File: src/rtl/psk_transmitter.sv
// rtl/psk_transmitter.sv - framed BPSK transmitter on a 12-bit NCO square-wave carrier (PSK_TX_DIFF_EN selects differential encoding)
module psk_transmitter #(
  parameter logic [11:0] FCW           = 12'h100,
  parameter int          SYM_LEN       = 256,
  parameter int          PREAMBLE_SYMS = 8,
  parameter int          GAP_SYMS      = 2
) (
  input  logic       clk,
  input  logic       rst_n,
  input  logic [7:0] data,
  input  logic       valid,
  output logic       ready,
  output logic       busy,
  output logic       sym_stb,
  output logic       carrier,
  output logic       sig
);

  localparam int              SCW      = $clog2(SYM_LEN);
  localparam logic [SCW-1:0]  SYM_LAST = SCW'(SYM_LEN - 1);
  localparam logic [15:0]     PRE_LAST = 16'(PREAMBLE_SYMS - 1);
  // GAP_LAST is never reached when GAP_SYMS is 0 because GAP is skipped entirely.
  localparam logic [15:0]     GAP_LAST = 16'(GAP_SYMS - 1);
  localparam logic [15:0]     DAT_LAST = 16'd7;

  typedef enum logic [2:0] {
    S_IDLE,
    S_PRE,
    S_SYNC,
    S_DATA,
    S_GAP
  } state_t;

  state_t         state;
  state_t         nxt_state;
  logic [11:0]    acc;
  logic [7:0]     shreg;
  logic [SCW-1:0] sym_cnt;
  logic [15:0]    bit_cnt;
  logic           mod;
  logic           sym_end;
  logic           nxt_bit;
  logic           start_bit;
  logic           mod_start;
  logic           accept;

  assign accept  = valid && ready;

  // Both outputs are pure functions of registers, so no input reaches them combinationally.
  assign carrier = acc[11];
  assign sig     = acc[11] ^ mod;

  // Free-running phase accumulator; frames never touch it so carrier phase stays continuous.
  always_ff @(posedge clk or negedge rst_n) begin
    if (!rst_n) begin
      acc <= 12'd0;
    end else begin
      acc <= acc + FCW;
    end
  end

  // Decide which state and bit the next symbol carries when the current symbol ends.
  always_comb begin
    sym_end   = (sym_cnt == SYM_LAST);
    nxt_state = state;
    nxt_bit   = 1'b0;
    case (state)
      S_PRE: begin
        if (bit_cnt == PRE_LAST) begin
          nxt_state = S_SYNC;
          nxt_bit   = 1'b1;
        end
      end
      S_SYNC: begin
        nxt_state = S_DATA;
        nxt_bit   = shreg[0];
      end
      S_DATA: begin
        if (bit_cnt == DAT_LAST) begin
          nxt_state = (GAP_SYMS == 0) ? S_IDLE : S_GAP;
        end else begin
          // shreg shifts on this same edge, so the upcoming bit is shreg[1] now.
          nxt_bit = shreg[1];
        end
      end
      S_GAP: begin
        if (bit_cnt == GAP_LAST) begin
          nxt_state = S_IDLE;
        end
      end
      default: ;
    endcase
  end

  // Phase flag for a symbol being started: the preamble starts with bit 0 on accept.
  always_comb begin
    start_bit = (state == S_IDLE) ? 1'b0 : nxt_bit;
`ifdef PSK_TX_DIFF_EN
    mod_start = mod ^ start_bit;
`else
    mod_start = start_bit;
`endif
  end

  // Frame sequencer with registered handshake, strobe and phase flag.
  always_ff @(posedge clk or negedge rst_n) begin
    if (!rst_n) begin
      state   <= S_IDLE;
      shreg   <= 8'd0;
      sym_cnt <= '0;
      bit_cnt <= 16'd0;
      mod     <= 1'b0;
      ready   <= 1'b1;
      busy    <= 1'b0;
      sym_stb <= 1'b0;
    end else begin
      sym_stb <= 1'b0;
      case (state)
        S_IDLE: begin
          if (accept) begin
            shreg   <= data;
            sym_cnt <= '0;
            bit_cnt <= 16'd0;
            state   <= S_PRE;
            ready   <= 1'b0;
            busy    <= 1'b1;
            sym_stb <= 1'b1;
            mod     <= mod_start;
          end
        end
        default: begin
          if (sym_end) begin
            sym_cnt <= '0;
            if (state == S_DATA) begin
              shreg <= {1'b0, shreg[7:1]};
            end
            if (nxt_state == S_IDLE) begin
              state <= S_IDLE;
              ready <= 1'b1;
              busy  <= 1'b0;
`ifndef PSK_TX_DIFF_EN
              // Absolute mode parks the flag so an idle sig is the bare carrier.
              mod   <= 1'b0;
`endif
            end else begin
              state   <= nxt_state;
              sym_stb <= 1'b1;
              mod     <= mod_start;
              bit_cnt <= (nxt_state == state) ? bit_cnt + 16'd1 : 16'd0;
            end
          end else begin
            sym_cnt <= sym_cnt + SCW'(1);
          end
        end
      endcase
    end
  end

endmodule

File: config.mk
export PLATFORM = sky130hd
export DESIGN_NAME = psk_transmitter
export DESIGN_NICKNAME = d
export VERILOG_FILES = /design/src/rtl/psk_transmitter.sv
export SDC_FILE = /design/constraint.sdc
export NUM_CORES = 1
export LEC_CHECK = 0
export CAP_MARGIN = 10
export CORE_MARGIN = 3
export CORE_UTILIZATION = 58
export DETAILED_ROUTE_END_ITERATION = 16
export PLACE_DENSITY_LB_ADDON = 0.3
export SYNTH_ARGS = -nofsm -noshare
export SYNTH_HDL_FRONTEND = slang
export SYNTH_SLANG_ARGS = --single-unit
File: constraint.sdc
create_clock -name clk -period 2.35 [get_ports clk]
set_input_delay 0.235 -clock clk [delete_from_list [all_inputs] [get_ports clk]]
set_output_delay 0.235 -clock clk [all_outputs]
set_load 0.1 [all_outputs]
==> impl.org, run 1 <==
** STA
- Measured against its own limit, the worst slew margin works out to 38.62%.
- The worst path needs 2243 ps of the cycle, external delays included.
- Maximum clock rate :: 445.8 MHz
- Summed over all failing endpoints, the final setup total negative slack is 0 ps.
- The number of pins with negative max-slew slack in the final report was 0.
- The final critical path takes up 95.46% of the cycle.
- Setup slack closes at 106.7 ps.
- Final count of hold timing violations :: 0
- Final Hold Slack :: 77.52 ps
- The clock arrives with 9.055 ps of skew.
- Worst-margin pin slew :: 920.6 ps
- Setup violations remaining at the end of the flow were counted as 0.

** Layout
- 0 antenna diodes ended up in the layout.
- The area growth from synthesis to layout is 15.92%.
- After routing the design area is 2605 um^2.
- Commonest non-fill, non-tap cells in the layout :: dfrtp_1, nand2_1, o21ai_0
- Once layout is complete, the cells apart from fillers number 303.
- Fraction of layout instances using a drive strength above 1 :: 14.79%
- Filler cell count :: 250
- After the last flow step, the layout net total stands at 271.
- For this run, the share of the core covered by cells in the final layout is 73.99%.
- Most common library cell in the layout ignoring fill and taps :: dfrtp_1
- Footprint of the flip-flops and latches :: 1077 um^2
- Summing all multi-input logic gate instances after layout gives 1104 um^2.

** Global route
- Entering global routing, the biggest net connects 44 pins.
- After global routing the overflow that remains totals 0.
- Number of antenna violations at the first check in global routing :: 0
- The via count of the first global-routing pass was 1740.
- The first global-routing pass estimated 8.142 mm of wire.
- Overall track demand over capacity in global routing :: 22.88%

** Placement
- Pre-CTS setup slack :: 92.43 ps
- Including well taps, the total number of placed cells is 294.
- Summed over all nets, the half-perimeter wirelength after detailed placement is 3.159 mm.
- Placer Congestion :: 0.8599
- Total placed instance area :: 2474 um^2
- Input and output buffers added on the ports amount to 15.

** Drt
- After detailed routing, the met3 layer carries 265 um of wire.
- Met2 Wirelength :: 2.131 mm
- Wires add up to 4.618 mm.
- Antenna Nets Post-Route :: 0
- For this block, the via count after detailed routing is 1842.
- For this block, the initial DRC count from the detailed router was 185.
- Routed length per placed instance :: 15.24 um
- After detailed routing, the number of remaining DRC violations is 0.
- The highest layer touched by signal routing is met4.
- After detailed routing, the wire length on met1 is 2.199 mm.
- The pre-antenna-repair detailed-routing pass consisted of 5 iterations.
- Dividing the detail-routed via count by the number of cells gives 6.079.

** Clocking
- CTS saw 43 sinks.
- Root buffer selected by CTS :: clkbuf_8
- TritonCTS built the clock tree.
- Clock Latency Late Sink :: 290 ps
- Largest buffer count on any clock path :: 2
- # H-tree levels :: 2
- Inserted Clock Buffers :: 5
- Clock-pin slew reported for the worst setup and hold paths after clock tree synthesis :: 80 ps

** Floorplanning
- Die Area :: 4657 um^2
- From left edge to right edge, the die measures 68.25 um.
- After floorplanning, the core was divided into 21 placement rows.
- Initial Util :: 63.82%
- For this design the top-level I/O count stands at 16.
- Vert. Die Dim :: 68.25 um
- The core region is 3521 um^2.

** Setup path
- STA classifies the critical path endpoint as a flop.
- Critical Path Start Type :: flop
- In this run the worst path has a maximum fanout of 9.
- The critical path is of the reg2reg type.
- Arrival time at the worst endpoint :: 2410 ps
- CP required :: 2520 ps

** Synthesis
- The synthesized netlist contains 43 unique library cells.
- Yosys printed 0 warnings.
- Async set or reset register ratio after synthesis :: 100.0%
- For this run, the leading register cell type out of synthesis is dfrtp_1.
- Yosys mapped a number of flops with a built-in enable equal to 0.
- Post-synthesis sequential area ratio :: 47.94%
- Counting every net in the synthesized netlist gives 245.
- The synthesized netlist occupies a cell area of 2247 um^2.
- In this run, synthesis produced a sequential element count of 43.
- Average instance area after synthesis :: 9.770 um^2
- In the synthesized netlist, the number of instances is 230.

** Run status
- Run status :: finished clean

** Power and ir drop
- Summed over all cells, the static leakage comes to 1.070 nW.
- Worst voltage drop across the vdd grid :: 0.0004398 V
- Power density over the cells :: 520.6 nW/um^2
- The design draws 1.356 mW.

** Flow run
- Max-cap violations in this run came to 0.

** Min path
- The tightest min-delay check is of the in2async type.
per-layer routing:
metal | track usage, % | up-vias
met5 | 0 | -
met4 | 5.707 | 0
met3 | 3.941 | 4
met2 | 36.22 | 83
met1 | 32.56 | 866
li1 | - | 889
worst paths after layout:
check                           start     endpoint  slack (ps)  cells past startpoint
setup / recovery           bit_cnt[3]   bit_cnt[9]         110                      7
hold / removal                  rst_n   sym_cnt[1]          80                      1
setup reg to reg           bit_cnt[3]   bit_cnt[9]         110                      7
hold reg to reg                acc[8]       acc[8]         450                      1
max in group asynchronous       rst_n  bit_cnt[10]        1690                      1
min in group clk               acc[8]       acc[8]         450                      1
timing repair:
item / in CTS / in global routing
endpoints found under the setup margin: 0 / 11
setup buffers: 0 / 1
hold buffers: 0 / 0
resized for setup: 0 / 1
state kept, by name, summed over array words and instances, names as in the netlist:
name	count
acc	4
bit_cnt	16
busy	1
mod	1
ready	1
shreg	8
state	3
sym_cnt	8
sym_stb	1
Yosys cell counts, types with 2 or more instances:
| cell type | instances | area share [%] |
|---|---|---|
| dfrtp_1 | 42 | 47 |
| nand2_1 | 29 | 4.8 |
| o21ai_0 | 25 | 5.6 |
| nor2_1 | 15 | 2.5 |
| nand3_1 | 12 | 2.7 |
| o31ai_1 | 9 | 3.0 |
| a22o_1 | 7 | 2.7 |
| a2bb2oi_1 | 7 | 2.7 |
| inv_1 | 7 | 1.2 |
| mux2i_1 | 7 | 3.1 |
| nor3_1 | 7 | 1.6 |
| and3_1 | 5 | 1.4 |
| nand4_1 | 5 | 1.4 |
| a21oi_1 | 4 | 0.89 |
| ha_1 | 4 | 2.2 |
| nor4_1 | 4 | 1.1 |
| xor2_1 | 4 | 1.6 |
| a31oi_1 | 3 | 0.84 |
| and2_1 | 3 | 0.84 |
| buf_6 | 3 | 1.5 |
| buf_2 | 2 | 0.45 |
| clkbuf_1 | 2 | 0.33 |
| nand2b_1 | 2 | 0.56 |
| nor2b_1 | 2 | 0.56 |
| o21ai_2 | 2 | 0.78 |
worst max-delay path: stages (launching register included):
cell and delay, ps:
dfrtp_1 450, nor4_2 380, nand4_1 210, nor4_4 290, a2bb2oi_4 250, buf_4 220, a2bb2oi_1 230, o31ai_1 100
layout make-up:
| type | count | area share, % |
|---|---|---|
| clock buffers | 6 | 3.170 |
| well taps | 46 | 2.209 |
| inverters | 7 | 1.009 |
| flip-flops and latches | 43 | 41.35 |
| multi-input cells | 172 | 42.36 |
| repair buffers | 27 | 8.549 |
| clock inverters | 2 | 1.345 |
logic make-up (layout without fill, tap and decap cells):
logic type	Yosys count	count (layout)	share of synthesized area [%]
adder cells (fa/ha/maj)	4	4	2.227
buffers and inverters	15	42	3.787
multiplexers	7	7	3.118
flip-flops	43	43	47.94
AND/OR/NAND/NOR	93	93	21.60
AO/OA/AOI/OAI	63	63	19.38
XOR/XNOR	5	5	1.949
report_power, final:
group          internal [mW]  switching [mW]  leakage (nW)
clock network          0.344           0.243        0.0612
registers              0.739               0         0.516
logic                 0.0139          0.0160         0.493
total                   1.10           0.259          1.07
Note: power is estimated with default switching activity, not from simulation.
==> run 2, diff against run 1 <==
Settings changed: CORE_UTILIZATION 58 to 54.
==> impl.org, run 2 (same netlist as run 1, synthesis figures left out) <==
** Clocking
- Clock-pin slew reported for the worst setup and hold paths after clock tree synthesis :: 90 ps (about the same)
- The tree is rooted in a clkbuf_8.
- The total number of clock tree sinks was 43 (unchanged).
- Inserted Clock Buffers :: 5 (unchanged)
- The clock insertion delay at the later pin of the skew report was 300 ps (about the same).
- TritonCTS clock tree :: built
- Largest buffer count on any clock path :: 2 (unchanged)
- The deepest level of the CTS H-tree was 2 (unchanged).

** Power and ir drop
- The cell area power density is 515.2 nW/um^2 (-1.0%).
- Worst voltage drop across the vdd grid :: 0.0003650 V (-17%)
- The static leakage is 1.092 nW (+2.0%).
- Sum of internal, switching and leakage power :: 1.369 mW (+0.97%)

** Floorplanning
- Die Area :: 4972 um^2 (+6.7%)
- Standard-cell row count :: 22 (+4.8%)
- The vertical die dimension was 70.51 um (+3.3%).
- The I/O pin total was 16 (unchanged).
- The starting utilization of the core area is 58.73% (-5.1 points).
- The core area is 3826 um^2 (+8.7%).
- X dimension of the die :: 70.51 um (+3.3%)

** Setup path
- Chain of cells forming the critical path :: ha_1 > nand3_1 > or3_4 > o21a_1 > or2_0 > buf_4 > o31ai_1
- The largest fanout on the critical path came to 6 (-3).
- Crit Path Class :: reg2reg
- Slowest cell on crit path :: dfrtp_1
- Top Family by Delay on Critical Path :: simple AND/OR/NAND/NOR gates
- Arrival time at the worst endpoint :: 2480 ps (+70 ps)
- Slowest cell delay on critical path :: 420 ps (-30 ps)
- The required time of the critical path was 2540 ps (+20 ps).
- The worst setup path is captured at a flop.
- Critical Path Start Type :: flop
- The number of buffers and inverters on the critical path came to 1 (unchanged).

** Drt
- Number of DRC markers after the initial detailed-route iteration :: 183 (-1.1%)
- Routed length per placed instance :: 15.34 um (+0.67%)
- Drt pass-1 iters :: 4 (-1)
- Post-Route WL :: 4.741 mm (+2.7%)
- # DRC :: 0 (unchanged)
- The average via count per standard cell came to 5.939 (-2.3%).
- The via count is 1835 (-0.38%).
- Antenna Nets Post-Route :: 0 (unchanged)

** STA
- The pin slew with the least headroom to its limit was 558.8 ps (-361.9 ps).
- The portion of the clock cycle consumed by the worst path in the final layout was 97.29% (+1.8 points).
- Final TNS setup :: 0 ps (unchanged)
- Worst Skew :: 12.65 ps (+3.594 ps)
- The worst hold margin is 449.3 ps (+371.8 ps).
- The maximum frequency from static timing analysis was 437.4 MHz (-1.9%).
- The final setup violation count is 0 (unchanged).
- Final count of hold timing violations :: 0 (unchanged)
- Final-report max-slew violation count :: 0 (unchanged)
- The remaining max-slew budget at the tightest pin is 62.75% (+24 points).
- Final Worst Setup Slack :: 63.62 ps (-43.11 ps)
- Unrepaired setup endpoints after global routing :: no
- Shortest period the worst path allows :: 2286 ps (+43.11 ps)

** Global route
- The maximum number of pins on one net before global-route repair came to 26 (-41%).
- The via count of the first global-routing pass came to 1727 (-0.75%).
- The leftover overflow at the end of global routing is 0 (unchanged).
- Number of antenna violations at the first check in global routing :: 0 (unchanged)
- The global-route wire length before repair is 8.142 mm (unchanged).
- Overall track demand over capacity in global routing :: 20.37% (-2.5 points)

** Placement
- The weighted congestion reported at the end of routability-driven placement is 0.8857 (+3.0%).
- Total placed instance area :: 2519 um^2 (+1.8%)
- The total instance count after detailed placement is 300 (+2.0%).
- The count of port buffers added during placement is 15 (unchanged).
- The half-perimeter wire length of the detailed placement result was 3.348 mm (+6.0%).
- Pre-CTS setup slack :: 114.6 ps (+22.13 ps)

** Layout
- Max reg flops :: 16 (unchanged)
- Filler cell count :: 282 (+13%)
- Most common library cell in the layout ignoring fill and taps :: dfrtp_1
- Fraction of layout instances using a drive strength above 1 :: 16.09% (+1.3 points)
- bit_cnt holds more flip-flops than any other register.
- Area of the multi-input gates :: 1109 um^2 (+0.45%)
- The utilization after layout is 69.46% (-4.5 points).
- The number of cells in the finished layout apart from fillers came to 309 (+2.0%).
- Commonest non-fill, non-tap cells in the layout :: dfrtp_1, nand2_1, o21ai_0
- From synthesis to final layout, the design area changed by 18.26%.
- Final design area excluding fillers :: 2658 um^2 (+2.0%)
- The largest registers in the layout are bit_cnt: 16 flops, shreg: 8 flops, sym_cnt: 8 flops.
- Total Nets Final :: 275 (+1.5%)
- Number of inserted diodes :: 0 (unchanged)
- The area taken by flip-flops and latches came to 1077 um^2 (unchanged).

** Flow run
- Max-capacitance violation count :: 0 (unchanged)

** Min path
- Class of the most critical hold timing path :: in2async

** Run status
- Run status :: finished clean
==> run 2: cell count changes in the layout (fill, tap and decap cells not counted), sizes merged <==
| cell | delta |
|---|---|
| buf | +3 |
| dlygate4sd3 | +1 |
==> run 2: final timing paths <==
check	from	endpoint	slack [ps]	cells past startpoint
max	sym_cnt[0]	bit_cnt[11]	60	7
min	rst_n	sym_cnt[1]	450	2
max reg2reg	sym_cnt[0]	bit_cnt[11]	60	7
min reg2reg	acc[8]	acc[8]	450	1
max in group asynchronous	rst_n	bit_cnt[15]	1220	3
min in group clk	acc[8]	acc[8]	450	1
==> run 2: worst reg2reg max path, stage by stage (launching register included) <==
cell	delay, ps
dfrtp_1	420
ha_1	240
nand3_1	190
or3_4	410
o21a_1	230
or2_0	270
buf_4	180
o31ai_1	250
==> run 2: routing by layer <==
metal  global-route usage [%]  vias up  part of all wire [%]
met3                    4.173        4                   6.3
met2                    29.94       68                    45
met5                        0        -                     0
met1                    29.31      866                    47
li1                         -      897                     -
met4                    8.511        0                   1.0
==> run 2: what timing repair did <==
action | in CTS | in global routing
gates resized for setup | 0 | 2
endpoints found under the hold margin | 23 | 0
setup endpoints to repair | 0 | 14
hold buffers | 1 | 0
buffers inserted | 0 | 0
==> run 2: final cells by class <==
class / instances / area share, %
inverter: 7 / 0.9887
clock inverter: 2 / 1.318
sequential: 43 / 40.54
multi-input combinational: 172 / 41.71
timing repair buffer: 31 / 10.08
clock buffer: 6 / 3.107
tap: 48 / 2.260
==> run 2: power breakdown <==
group / internal (mW) / switching [mW]
clock network: 0.344 / 0.253
registers: 0.739 / 0
logic: 0.0160 / 0.0170
total: 1.10 / 0.270
